$ cat config.mk
export PLATFORM = sky130hd
export DESIGN_NAME = fft_frame_writer_flat
export DESIGN_NICKNAME = d
export VERILOG_FILES = /design/src/rtl/wf_mem_pkg.sv /design/src/rtl/fft_frame_writer_if.sv /design/src/rtl/peak_hold_group.sv /design/src/rtl/fft_frame_writer.sv /design/src/flat_wrapper.sv
export SDC_FILE = /design/constraint.sdc
export NUM_CORES = 1
export LEC_CHECK = 0
export CORE_ASPECT_RATIO = 1.1
export CORE_MARGIN = 4
export CORE_UTILIZATION = 35
export DETAILED_ROUTE_END_ITERATION = 6
export PLACE_DENSITY = 0.66
export REMOVE_ABC_BUFFERS = 1
export SYNTH_ARGS = -nofsm -noshare
export SYNTH_HDL_FRONTEND = slang
export SYNTH_SLANG_ARGS = --single-unit
export TNS_END_PERCENT = 20
$ cat constraint.sdc
create_clock -name clk -period 2.33 [get_ports clk]
set_input_delay 0.233 -clock clk [delete_from_list [all_inputs] [get_ports clk]]
set_output_delay 0.233 -clock clk [all_outputs]
set_load 0.01 [all_outputs]
$ cat src/rtl/wf_mem_pkg.sv
// Shared layout of the waterfall frame RAM: geometry constants, slot mapping and
// writer FSM states. The read-side address generator uses the same mapping functions.
package wf_mem_pkg;

  localparam int unsigned NO_BANKS       = 2;
  localparam int unsigned RAM_ADDR_WIDTH = 12;
  localparam int unsigned NO_FFTS        = 50;
  localparam int unsigned BIN_BITS       = 7;
  localparam int unsigned DECIM          = 4;
  localparam int unsigned IN_W           = 16;
  localparam int unsigned DATAW          = 8;
  localparam int unsigned SHIFT          = 8;

  localparam int unsigned SLOT_BITS = RAM_ADDR_WIDTH - BIN_BITS;
  localparam int unsigned FFT_N     = DECIM * (2 ** BIN_BITS);

  typedef enum logic [1:0] {
    ACTIVE,
    DISCARD_FRZ,
    DISCARD_OVF
  } wr_state_e;

  function automatic int unsigned idx_width(input int unsigned n);
    return (n > 1) ? $clog2(n) : 1;
  endfunction

  // Low slot bits select the region inside a bank, high slot bits select the bank.
  function automatic int unsigned map_addr(input int unsigned idx, input int unsigned bin,
                                           input int unsigned slot_bits,
                                           input int unsigned bin_bits);
    return ((idx % (2 ** slot_bits)) << bin_bits) | bin;
  endfunction

  function automatic int unsigned map_bank(input int unsigned idx,
                                           input int unsigned slot_bits);
    return idx >> slot_bits;
  endfunction

endpackage

$ cat src/rtl/fft_frame_writer_if.sv
// Sample stream in and RAM write port out of the frame writer.
interface fft_frame_writer_if #(
  parameter int unsigned IN_W           = 16,
  parameter int unsigned NO_BANKS       = 2,
  parameter int unsigned RAM_ADDR_WIDTH = 12,
  parameter int unsigned DATAW          = 8
);
  logic                      s_valid;
  logic                      s_ready;
  logic [IN_W-1:0]           s_data;
  logic                      s_last;
  logic                      wr_en;
  logic [NO_BANKS-1:0]       wr_bank_select;
  logic [RAM_ADDR_WIDTH-1:0] wr_address;
  logic [DATAW-1:0]          wr_data;

  modport master (
    output s_valid, s_data, s_last,
    input  s_ready,
    input  wr_en, wr_bank_select, wr_address, wr_data
  );

  modport slave (
    input  s_valid, s_data, s_last,
    output s_ready,
    output wr_en, wr_bank_select, wr_address, wr_data
  );
endinterface

$ cat src/rtl/peak_hold_group.sv
// Peak-holds DECIM consecutive samples, scales/saturates the peak to a pixel and
// registers the RAM write for the group one cycle after its last sample.
module peak_hold_group
  import wf_mem_pkg::*;
#(
  parameter int unsigned IN_W           = 16,
  parameter int unsigned DATAW          = 8,
  parameter int unsigned SHIFT          = 8,
  parameter int unsigned DECIM          = 4,
  parameter int unsigned BIN_BITS       = 7,
  parameter int unsigned RAM_ADDR_WIDTH = 12,
  parameter int unsigned NO_BANKS       = 2,
  parameter int unsigned IDX_W          = 6
) (
  input  logic                      clk,
  input  logic                      rst_n,
  input  logic                      sample,
  input  logic [IN_W-1:0]           data,
  input  logic                      frame_end,
  input  logic [BIN_BITS-1:0]       bin,
  input  logic [IDX_W-1:0]          wr_idx,
  output logic                      wr_en,
  output logic [NO_BANKS-1:0]       wr_bank_select,
  output logic [RAM_ADDR_WIDTH-1:0] wr_address,
  output logic [DATAW-1:0]          wr_data
);
  localparam int unsigned PH_W   = (DECIM > 1) ? $clog2(DECIM) : 1;
  localparam int unsigned SLOT_W = RAM_ADDR_WIDTH - BIN_BITS;

  logic [PH_W-1:0]           phase_q;
  logic [IN_W-1:0]           max_q;
  logic [IN_W-1:0]           grp_max;
  logic [IN_W-1:0]           scaled;
  logic [DATAW-1:0]          pixel;
  logic                      first;
  logic                      group_end;
  logic [RAM_ADDR_WIDTH-1:0] addr;
  logic [NO_BANKS-1:0]       bank;
  logic                      wr_en_q;
  logic [NO_BANKS-1:0]       bank_q;
  logic [RAM_ADDR_WIDTH-1:0] addr_q;
  logic [DATAW-1:0]          data_q;

  assign first     = (phase_q == '0);
  // A short frame closes its partial group early.
  assign group_end = frame_end | (phase_q == PH_W'(DECIM - 1));
  assign grp_max   = (first || data > max_q) ? data : max_q;
  assign scaled    = grp_max >> SHIFT;
  assign pixel     = (scaled > IN_W'({DATAW{1'b1}})) ? '1 : scaled[DATAW-1:0];

  assign addr = RAM_ADDR_WIDTH'(map_addr(32'(wr_idx), 32'(bin), SLOT_W, BIN_BITS));
  assign bank = NO_BANKS'(1) << map_bank(32'(wr_idx), SLOT_W);

  always_ff @(posedge clk or negedge rst_n) begin
    if (!rst_n) begin
      phase_q <= '0;
      max_q   <= '0;
      wr_en_q <= 1'b0;
      bank_q  <= '0;
      addr_q  <= '0;
      data_q  <= '0;
    end else begin
      wr_en_q <= sample & group_end;
      if (sample) begin
        max_q   <= grp_max;
        phase_q <= group_end ? '0 : phase_q + 1'b1;
      end
      if (sample && group_end) begin
        bank_q <= bank;
        addr_q <= addr;
        data_q <= pixel;
      end
    end
  end

  assign wr_en          = wr_en_q;
  assign wr_bank_select = bank_q;
  assign wr_address     = addr_q;
  assign wr_data        = data_q;

endmodule

$ cat src/rtl/fft_frame_writer.sv
// Write side of the banked waterfall RAM: frames FFT magnitudes into display bins,
// tracks the circular frame index and flags short/long frames.
module fft_frame_writer
  import wf_mem_pkg::*;
#(
  parameter int unsigned NO_BANKS       = wf_mem_pkg::NO_BANKS,
  parameter int unsigned RAM_ADDR_WIDTH = wf_mem_pkg::RAM_ADDR_WIDTH,
  parameter int unsigned NO_FFTS        = wf_mem_pkg::NO_FFTS,
  parameter int unsigned BIN_BITS       = wf_mem_pkg::BIN_BITS,
  parameter int unsigned DECIM          = wf_mem_pkg::DECIM,
  parameter int unsigned IN_W           = wf_mem_pkg::IN_W,
  parameter int unsigned DATAW          = wf_mem_pkg::DATAW,
  parameter int unsigned SHIFT          = wf_mem_pkg::SHIFT
) (
  input  logic                              clk,
  input  logic                              rst_n,
  fft_frame_writer_if.slave                 bus,
  input  logic                              freeze,
  input  logic                              err_clr,
  output logic [idx_width(NO_FFTS)-1:0]     oldest_fft_idx,
  output logic                              frame_done,
  output logic                              err_short,
  output logic                              err_long
);
  localparam int unsigned IDX_W     = idx_width(NO_FFTS);
  localparam int unsigned FRAME_LEN = DECIM * (2 ** BIN_BITS);
  localparam int unsigned CNT_W     = $clog2(FRAME_LEN);

  wr_state_e          state_q, state_d;
  logic [CNT_W-1:0]   samp_cnt_q, samp_cnt_d;
  logic [IDX_W-1:0]   wr_idx_q, wr_idx_d;
  logic [IDX_W-1:0]   oldest_q;
  logic               ready_q;
  logic               commit_pend_q;
  logic               frame_done_q;
  logic               err_short_q;
  logic               err_long_q;
  logic               accept;
  logic               at_last_samp;
  logic               keep;
  logic               frame_end;
  logic               set_short;
  logic               set_long;
  logic [BIN_BITS-1:0] bin;

  assign accept       = bus.s_valid & ready_q;
  assign at_last_samp = (samp_cnt_q == CNT_W'(FRAME_LEN - 1));
  assign bin          = BIN_BITS'(samp_cnt_q / DECIM);

  always_comb begin
    state_d    = state_q;
    samp_cnt_d = samp_cnt_q;
    wr_idx_d   = wr_idx_q;
    keep       = 1'b0;
    frame_end  = 1'b0;
    set_short  = 1'b0;
    set_long   = 1'b0;
    unique case (state_q)
      ACTIVE: begin
        if (accept) begin
          if (samp_cnt_q == '0 && freeze) begin
            // Frame start under freeze: drop it; a single-sample frame needs no discard.
            if (!bus.s_last) state_d = DISCARD_FRZ;
          end else begin
            keep      = 1'b1;
            frame_end = bus.s_last | at_last_samp;
            if (frame_end) begin
              samp_cnt_d = '0;
              wr_idx_d   = (wr_idx_q == IDX_W'(NO_FFTS - 1)) ? '0 : wr_idx_q + 1'b1;
              set_short  = bus.s_last & ~at_last_samp;
              set_long   = ~bus.s_last;
              if (!bus.s_last) state_d = DISCARD_OVF;
            end else begin
              samp_cnt_d = samp_cnt_q + 1'b1;
            end
          end
        end
      end
      DISCARD_FRZ, DISCARD_OVF: begin
        if (accept && bus.s_last) state_d = ACTIVE;
      end
      default: state_d = ACTIVE;
    endcase
  end

  // wr_idx advances with the final write; the published index follows a cycle later.
  always_ff @(posedge clk or negedge rst_n) begin
    if (!rst_n) begin
      state_q       <= ACTIVE;
      samp_cnt_q    <= '0;
      wr_idx_q      <= '0;
      oldest_q      <= '0;
      ready_q       <= 1'b0;
      commit_pend_q <= 1'b0;
      frame_done_q  <= 1'b0;
      err_short_q   <= 1'b0;
      err_long_q    <= 1'b0;
    end else begin
      state_q       <= state_d;
      samp_cnt_q    <= samp_cnt_d;
      wr_idx_q      <= wr_idx_d;
      ready_q       <= 1'b1;
      commit_pend_q <= keep & frame_end;
      frame_done_q  <= commit_pend_q;
      if (commit_pend_q) oldest_q <= wr_idx_q;
      if (set_short)    err_short_q <= 1'b1;
      else if (err_clr) err_short_q <= 1'b0;
      if (set_long)     err_long_q <= 1'b1;
      else if (err_clr) err_long_q <= 1'b0;
    end
  end

  peak_hold_group #(
    .IN_W           (IN_W),
    .DATAW          (DATAW),
    .SHIFT          (SHIFT),
    .DECIM          (DECIM),
    .BIN_BITS       (BIN_BITS),
    .RAM_ADDR_WIDTH (RAM_ADDR_WIDTH),
    .NO_BANKS       (NO_BANKS),
    .IDX_W          (IDX_W)
  ) u_peak (
    .clk            (clk),
    .rst_n          (rst_n),
    .sample         (keep),
    .data           (bus.s_data),
    .frame_end      (frame_end),
    .bin            (bin),
    .wr_idx         (wr_idx_q),
    .wr_en          (bus.wr_en),
    .wr_bank_select (bus.wr_bank_select),
    .wr_address     (bus.wr_address),
    .wr_data        (bus.wr_data)
  );

  assign bus.s_ready    = ready_q;
  assign oldest_fft_idx = oldest_q;
  assign frame_done     = frame_done_q;
  assign err_short      = err_short_q;
  assign err_long       = err_long_q;

endmodule
$ cat src/flat_wrapper.sv
// flat-port wrapper written by rule: the top's interface ports become plain ports
module fft_frame_writer_flat import wf_mem_pkg::*;
#(
  parameter int unsigned NO_BANKS       = wf_mem_pkg::NO_BANKS,
  parameter int unsigned RAM_ADDR_WIDTH = wf_mem_pkg::RAM_ADDR_WIDTH,
  parameter int unsigned NO_FFTS        = wf_mem_pkg::NO_FFTS,
  parameter int unsigned BIN_BITS       = wf_mem_pkg::BIN_BITS,
  parameter int unsigned DECIM          = wf_mem_pkg::DECIM,
  parameter int unsigned IN_W           = wf_mem_pkg::IN_W,
  parameter int unsigned DATAW          = wf_mem_pkg::DATAW,
  parameter int unsigned SHIFT          = wf_mem_pkg::SHIFT
)
  (clk, rst_n, freeze, err_clr, oldest_fft_idx, frame_done, err_short, err_long, bus_s_valid, bus_s_data, bus_s_last, bus_s_ready, bus_wr_en, bus_wr_bank_select, bus_wr_address, bus_wr_data);
  fft_frame_writer_if #(.IN_W(IN_W), .NO_BANKS(NO_BANKS), .RAM_ADDR_WIDTH(RAM_ADDR_WIDTH), .DATAW(DATAW)) bus_i ();
  input  logic clk;
  input  logic rst_n;
  input  logic freeze;
  input  logic err_clr;
  output logic [idx_width(NO_FFTS)-1:0] oldest_fft_idx;
  output logic frame_done;
  output logic err_short;
  output logic err_long;
  input wire logic [$bits(bus_i.s_valid)-1:0] bus_s_valid;
  input wire logic [$bits(bus_i.s_data)-1:0] bus_s_data;
  input wire logic [$bits(bus_i.s_last)-1:0] bus_s_last;
  output wire logic [$bits(bus_i.s_ready)-1:0] bus_s_ready;
  output wire logic [$bits(bus_i.wr_en)-1:0] bus_wr_en;
  output wire logic [$bits(bus_i.wr_bank_select)-1:0] bus_wr_bank_select;
  output wire logic [$bits(bus_i.wr_address)-1:0] bus_wr_address;
  output wire logic [$bits(bus_i.wr_data)-1:0] bus_wr_data;
  assign bus_i.s_valid = bus_s_valid;
  assign bus_i.s_data = bus_s_data;
  assign bus_i.s_last = bus_s_last;
  assign bus_s_ready = bus_i.s_ready;
  assign bus_wr_en = bus_i.wr_en;
  assign bus_wr_bank_select = bus_i.wr_bank_select;
  assign bus_wr_address = bus_i.wr_address;
  assign bus_wr_data = bus_i.wr_data;
  fft_frame_writer #(.NO_BANKS(NO_BANKS), .RAM_ADDR_WIDTH(RAM_ADDR_WIDTH), .NO_FFTS(NO_FFTS), .BIN_BITS(BIN_BITS), .DECIM(DECIM), .IN_W(IN_W), .DATAW(DATAW), .SHIFT(SHIFT)) u_core (.clk(clk), .rst_n(rst_n), .bus(bus_i), .freeze(freeze), .err_clr(err_clr), .oldest_fft_idx(oldest_fft_idx), .frame_done(frame_done), .err_short(err_short), .err_long(err_long));
endmodule
Word-level counts from Yosys, hierarchy flattened:

Cells that the tools add are included.

* flip-flop bits (word level): 69
* input port bits: 22
* output and inout port bits: 33
* logic and storage cells: 85

* add/subtract/negate cells: 3
* magnitude comparators: 2
* equal/unequal tests: 10
* shift operators: 1
* multiplexer cells: 29
* bitwise logic cells: 10
* reduce and logical (&&, ||, !) cells: 14

Operators with widths (count)
* $mux 1: 17
* $gt 16x16->1: 1
* $mux 16: 1
* $mux 2: 7
* $or 12x7->12: 1
* $add 9x1->9 const B: 1
* $eq 9x9->1 const B: 1
* $logic_not 9->1: 1
* $mux 9: 1
* $gt 8x8->1 const B: 1
* $mux 8: 1
* $add 6x1->6 const B: 1
* $eq 6x6->1 const B: 1
* $mux 6: 1
* $ne 3x3->1 const B: 2
* $reduce_and 5->1: 1
* $and 1x1->1: 4
* $eq 2x2->1 const B: 2
* $logic_not 2->1: 2
* $ne 2x1->1 const B: 2
* $pmux 2 s2: 1
* $reduce_and 4->1: 1
* $reduce_bool 2->1: 2
* $logic_and 1x1->1: 3
* 10 further kinds: 13

Longest topological paths before layout:

Gate-level depths: netlist of run 1.

* depth in word-level cells: 8
* gate-level depth with buffers: 14

Cells and area by module:

A second synthesis of run 1 with hierarchy kept.

* cell total of the unflattened synthesis: 357
* area total of the unflattened synthesis: 3613.5 um2

By module, submodules not included
* peak_hold_group: instances 1, cells each 218, area an instance 2195.9 um2, sequential area each 1026.0 um2
* fft_frame_writer: instances 1, cells each 139, area an instance 1417.6 um2, sequential area each 700.7 um2

Worst setup path after synthesis of run 1:

Ideal clock, no wire load.

* path type: reg2reg
* start: register u_core.u_peak.max_q[7]
* end: register u_core.u_peak.max_q[0]
* setup time: 127 ps
* data arrival time: 2087 ps
* slack: 116 ps
* cell stages (with the launch flop): 11
* path buffers: 2
* cells stage by stage: dfrtp_1 inv_1 ha_1 nand2_1 o21a_1 o221a_2 o211ai_2 o21a_1 buf_4 buf_6 mux2_1

* cells in the longest elaborated chain, start to end: 3

Ends and longest elaborated chain
* from (decl): line peak_hold_group.sv:31 `logic [IN_W-1:0] max_q;`
* from (signal assigned): line peak_hold_group.sv:65 `max_q <= grp_max;`
* $gt 16x16->1: line peak_hold_group.sv:47 `assign grp_max = (first || data > max_q) ? data : max_q;`
* $logic_or 1x1->1: line peak_hold_group.sv:47
* $reduce_and 2->1 (no source line)

No other way between the ends.
A chain may end at the register's enable or synchronous reset.

Worst setup path in the final report of run 1:

* start: register u_core.u_peak.max_q[13]
* end: register u_core.u_peak.max_q[5]

The elaborated chain is that of the path after synthesis.

==> results_dict.tcl, run 1 <==
set metrics [dict create \
    gp_congestion 0.819 \
    cp-start-kind "flip-flop" \
    num_io_pins 55 \
    worstSetupPathType "reg -> reg" \
    synth_common_cells "dfrtp_1, nand2_1, inv_1" \
    cts_inserted_buffers 9 \
    fin_cells 556 \
    fin_crit_ps 2230 \
    drv_slew 0 \
    drive_above_1_share_pct 21.8 \
    synth-seq-area-share_pct 48.5 \
    die_h_um 114 \
    cts-root-buf "clkbuf_8" \
    cts_max_level 3 \
    synth_edf_count 0 \
    crit_path_max_incr_delay_ps 430 \
    final_nets 477 \
    cp_max_fo 16 \
    io_buffers 54 \
    fin_skew_ps 7.76 \
    grt_pass1_wl_um 14000 \
    min_path_type "in -> async" \
    vias 2848 \
    die_area_sq_um 11900 \
    path_delay_family "compound AO/OA/AOI/OAI gates" \
    diodes 0 \
    final_util_pct 48.4 \
    clk_pin_slew_ps 80 \
    die_x_um 104 \
    cts.sinks 69 \
    drc 0 \
    wl_per_cell_um 14.8 \
    synthArstFlopShare_pct 100 \
    antenna_found_initial 0 \
    synth_cell_type_count 47 \
    syn_area_sq_um 3560 \
    syn_to_final_growth_pct 34.4 \
    synth_area_leader_cell "dfrtp_1" \
    drtPass1Iterations 4 \
    ir_drop_uv 378 \
    ff2ff_path_depth 8 \
    endpoint_kind "flip-flop" \
    cp.depth 8 \
    drv_cap 0 \
    grt_overflow_total 0 \
    p_seq_share_pct 38.9 \
    fp-row-count 38 \
    synth_top_area_share_pct 48.5 \
    place_inst 539 \
    synth.yosys.warnings 0 \
    synth.most_common_cell "dfrtp_1" \
    grt_usage_pct 14.8 \
    cp_cell_sequence "inv_1, ha_4, nand4_1, a2111o_1, o211ai_2, o21a_1, buf_12, mux2_1" \
    p_comb_share_pct 39.8 \
    ys_ff_latch 69 \
    first_global_vias 2905 \
    post_cts_buffers 0 \
    postSynthAreaPerCell_sq_um 10.2 \
    clock_path_buffers 2 \
    global_route.usage.met3_pct 4.13 \
    r2r-end "u_core.u_peak.max_q[5]" \
    setup_viol 0 \
    arrival_ps 2450 \
    met1_usage_pct 18.8 \
    cp_data_required_time_ps 2560 \
    min_period_over_period_pct 95.5 \
    via_per_inst 5.12 \
    power.share.clock_pct 21.4 \
    antenna_left 0 \
    ys.flop_type "dfrtp_1" \
    clkLatencyLatePin_ps 350 \
    path_buf_inv 2 \
    fill_cells 909 \
    setup_tns_ps 0 \
    grt_util_met2_pct 23.7 \
    clock.fmax_mhz 449 \
    drt-initial-drc-count 86 \
    internal-power_mw 3.07 \
    cpMaxStageDelayCell "dfrtp_2" \
    dp_hpwl_um 5730 \
    total_power_mw 4.83 \
    tritoncts "done" \
    core_sq_um 9890 \
    hold_viol 0 \
    switching_share_pct 36.4 \
    status "complete, no violations" \
    grt_max_degree 70 \
    power.switching_mw 1.76 \
    start_util_pct 36.0 \
    postSynthCellCount 350 \
    cp-startpoint "u_core.u_peak.max_q[13]" \
    rsz0062_at_grt "true" \
    setup.worst_path.end "u_core.u_peak.max_q[5]" \
    top_usage_layer "met2" \
    r2r_start "u_core.u_peak.max_q[13]" \
    reg2reg_setup_slack_ps 100 \
    synthTopCellsByArea "dfrtp_1, ha_1, nand2_1" \
    power.density_nw_per_um2 1010 \
    multi_input_area_sq_um 1770 \
    regArea_sq_um 1730 \
    routed_wl_um 8220 \
    leakagePower_nw 2.12 \
    holdWs_ps 423 \
]
[per-stage QoR]
step	cell area, sq um	worst slack, ps
after floorplan	3460	-346
after CTS	4630	-28.3
after global placement	4410	-208
final	4790	104
after global routing	4790	-81.2
after detailed placement	4410	-239
[per-layer routing]
layer / wire (um) / up-vias
li1: - / 1383
met1: 3610 / 1368
met2: 4020 / 80
met3: 415 / 17
met4: 169 / 0
met5: 0 / -
[sequential cells by signal (all words and copies together) (netlist names), 2 cells and up]
name                          count
u_core.u_peak.max_q              16
u_core.u_peak.wr_address         12
u_core.samp_cnt_q                 9
u_core.u_peak.wr_data             8
u_core.oldest_fft_idx             6
u_core.wr_idx_q                   6
u_core.state_q                    2
u_core.u_peak.phase_q             2
u_core.u_peak.wr_bank_select      2
[power by group through the flow]
stage               Clock [mW]  Combinational [mW]  Sequential [mW]
detailed placement           0                1.81             1.87
floorplan                    0                1.01             1.87
finish                    1.03                1.92             1.88
CTS                       1.07                1.81             1.85
global route              1.14                2.17             1.94
global placement             0                1.74             1.86
[layout make-up]
| type | instances | area share [%] |
|---|---|---|
| timing repair buffer | 86 | 16.9 |
| tap | 120 | 3.14 |
| clock inverter | 6 | 1.49 |
| sequential | 69 | 36.1 |
| clock buffer | 10 | 2.87 |
| inverter | 30 | 2.46 |
| multi-input combinational | 235 | 37.0 |
[cell usage in the layout, fill, tap and decap left out, drive strengths merged, types with 4 or more instances in the layout]
| cell | synthesis | routed |
|---|---|---|
| and3 | 5 | 5 |
| inv | 28 | 29 |
| nor4 | 10 | 10 |
| a221oi | 8 | 8 |
| nand4 | 7 | 7 |
| clkbuf | 6 | 10 |
| clkinv | 2 | 4 |
| o21ai | 12 | 12 |
| a21oi | 8 | 8 |
| buf | 10 | 32 |
| nand3 | 7 | 7 |
| dfrtp | 69 | 69 |
| nand2 | 67 | 67 |
| ha | 24 | 24 |
| clkdlybuf4s50 | 0 | 53 |
| nor2 | 23 | 23 |
| mux2 | 23 | 23 |
| o221ai | 8 | 8 |
[kinds of logic after synthesis]
group           after synthesis  share of synthesized area, %
fa+ha+maj                    24                          8.43
xor+xnor                      6                          1.47
other cells                   1                         0.105
simple gates                128                          15.9
buf+inv                      46                          6.11
flops                        69                          48.5
compound gates               51                          11.7
mux                          25                          7.83
[worst register-to-register path, cell delays in order (launching register included)]
cell	delay, ps
dfrtp_2	430
inv_1	90
ha_4	270
nand4_1	190
a2111o_1	350
o211ai_2	90
o21a_1	180
buf_12	170
mux2_1	340
[how the worst min path moves through the flow]
stage                     startpoint                      to  cells past startpoint
final                          rst_n  u_core.u_peak.max_q[5]                      3
after global routing           rst_n  u_core.u_peak.max_q[5]                      3
after CTS                      rst_n  u_core.u_peak.max_q[4]                      3
after detailed placement       rst_n  u_core.u_peak.max_q[4]                      2
after global placement         rst_n  u_core.u_peak.max_q[4]                      2
after floorplan                rst_n      u_core.bus.s_ready                      0
[timing repair]
action | 4_1_cts | 5_1_grt
hold endpoints to repair | 69 | 0
hold buffers | 1 | 0
pin swaps | 0 | 6
gates resized for setup | 0 | 28
setup endpoints to repair | 3 | 45
(Power assumes the default switching activity.)
==> inputs of run 2 (changes only) <==
Settings changed: PLACE_DENSITY 0.66 to 0.64.
Clock period 2.33 ns to 2.85 ns, I/O delays scaled along.
==> run 2 against run 1 <==
Against the previous run:
- critical path depth is 3 higher
- critical endpoint is now u_core.u_peak.wr_data[0]
- power is 23% lower
- utilization is 3.7 points lower
- worst hold slack worse by 390 ps
- largest power group is now registers
- cell area is 7.6% lower
- global-route usage is 1.0 points lower
- routed wire length is 5.6% lower
- clock skew hardly changed
==> results_dict.tcl, run 2 (same netlist as run 1, synthesis figures left out) <==
set metrics [dict create \
    status "complete, no violations" \
    finalInstanceArea_sq_um 4420 \
    hold_viol 0 \
    fp-row-count 38 \
    largest_register_ffs 16 \
    min_period_over_period_pct 88.5 \
    ir_drop_uv 409 \
    first_global_vias 2730 \
    max_flop_register "u_core.u_peak.max_q" \
    start_util_pct 36.0 \
    clk_pin_slew_ps 80 \
    endpoint_kind "flip-flop" \
    clock.fmax_mhz 397 \
    vias 2716 \
    diodes 0 \
    drv_cap 0 \
    post_cts_buffers 0 \
    final_common_cell "dfrtp_1" \
    clkLatencyLatePin_ps 340 \
    power.density_nw_per_um2 836 \
    tightest_slew_ps 815 \
    die_area_sq_um 11900 \
    arrival_ps 2750 \
    dp_hpwl_um 5530 \
    die_x_um 104 \
    cp_data_required_time_ps 3080 \
    place_area_sq_um 4230 \
    fin_skew_ps 7.69 \
    drtPass1Iterations 6 \
    setup_viol 0 \
    rsz0062_at_grt "false" \
    wl_per_cell_um 14.6 \
    drc 0 \
    fill_cells 966 \
    clock_path_buffers 2 \
    cts_max_level 3 \
    cts-root-buf "clkbuf_8" \
    grt_max_degree 36 \
    min_path_type "in -> async" \
    setup_tns_ps 0 \
    grt_overflow_total 0 \
    final_cell_mix "dfrtp_1, nand2_1, clkdlybuf4s50_1, inv_1, ha_1" \
    drive_above_1_share_pct 11.7 \
    leakagePower_nw 2.00 \
    cp-start-kind "flip-flop" \
    routed_wl_um 7760 \
    final_nets 453 \
    drt-initial-drc-count 115 \
    antenna_found_initial 0 \
    cp_max_fo 21 \
    cts.sinks 69 \
    tritoncts "done" \
    io_buffers 54 \
    grt_pass1_wl_um 13300 \
    num_io_pins 55 \
    fin_crit_ps 2520 \
    cts_inserted_buffers 9 \
    antenna_left 0 \
    core_sq_um 9890 \
    grt_usage_pct 13.8 \
    max-slew-margin-rel_pct 45.7 \
    drv_slew 0 \
    hold_buffers 0 \
    gp_congestion 0.868 \
    die_h_um 114 \
    via_per_inst 5.11 \
    worstSetupPathType "reg -> reg" \
    syn_to_final_growth_pct 24.2 \
    post_cts_resized 0 \
]
## run 2: per-layer routing
metal / routed length (um) / vias to the layer above / track usage (%)
met3: 332 / 11 / 3.68
met2: 3480 / 58 / 21.5
met4: 128 / 0 / 5.50
met1: 3820 / 1310 / 18.3
li1: - / 1337 / -
met5: 0 / - / 0
## run 2: worst max-delay path, cell delays in order, from the launching register on
cell      delay (ps)
dfrtp_1          420
ha_1             250
nand3_1           90
nor2_1           130
ha_1             240
inv_1             70
nand2_1          170
nor2_1           110
or2_1            280
clkinv_4         180
o221ai_1         150
a221oi_1         310
## run 2: cell type report
type,count,area (sq um),area share [%]
Sequential cell,69,1730,39.0
Multi-Input combinational cell,235,1620,36.6
Timing Repair Buffer,62,621,14.0
Tap cell,120,150,3.39
Clock buffer,9,124,2.80
Inverter,30,118,2.66
Clock inverter,7,66.3,1.50
## run 2: metrics by stage
stage	setup WS [ps]	std cells	power [mW]	util [%]	hold slack, ps
6_report	328	532	3.70	44.7	36.7
5_1_grt	72.7	532	3.99	44.7	97.0
4_1_cts	300	532	3.75	44.7	64.1
3_5_place_dp	257	516	2.95	42.8	440
3_3_place_gp	281	516	2.91	42.8	416
2_1_floorplan	174	334	2.35	-	-10.6
## run 2: final timing paths
check	start	endpoint	slack (ps)	depth (start not counted)
worst max-delay path	u_core.samp_cnt_q[0]	u_core.u_peak.wr_data[0]	330	11
worst min-delay path	rst_n	u_core.u_peak.wr_address[5]	40	1
worst max register to register	u_core.samp_cnt_q[0]	u_core.u_peak.wr_data[0]	330	11
worst min register to register	u_core.u_peak.wr_address[0]	u_core.u_peak.wr_address[0]	470	2
max in group asynchronous	rst_n	u_core.u_peak.max_q[15]	2150	2
min in group clk	u_core.u_peak.wr_address[0]	u_core.u_peak.wr_address[0]	470	2
## run 2: power breakdown
| group | switching, mW | internal (mW) |
|---|---|---|
| Combinational | 0.692 | 0.716 |
| Clock | 0.378 | 0.399 |
| Sequential | 0.240 | 1.28 |
| Total | 1.31 | 2.39 |
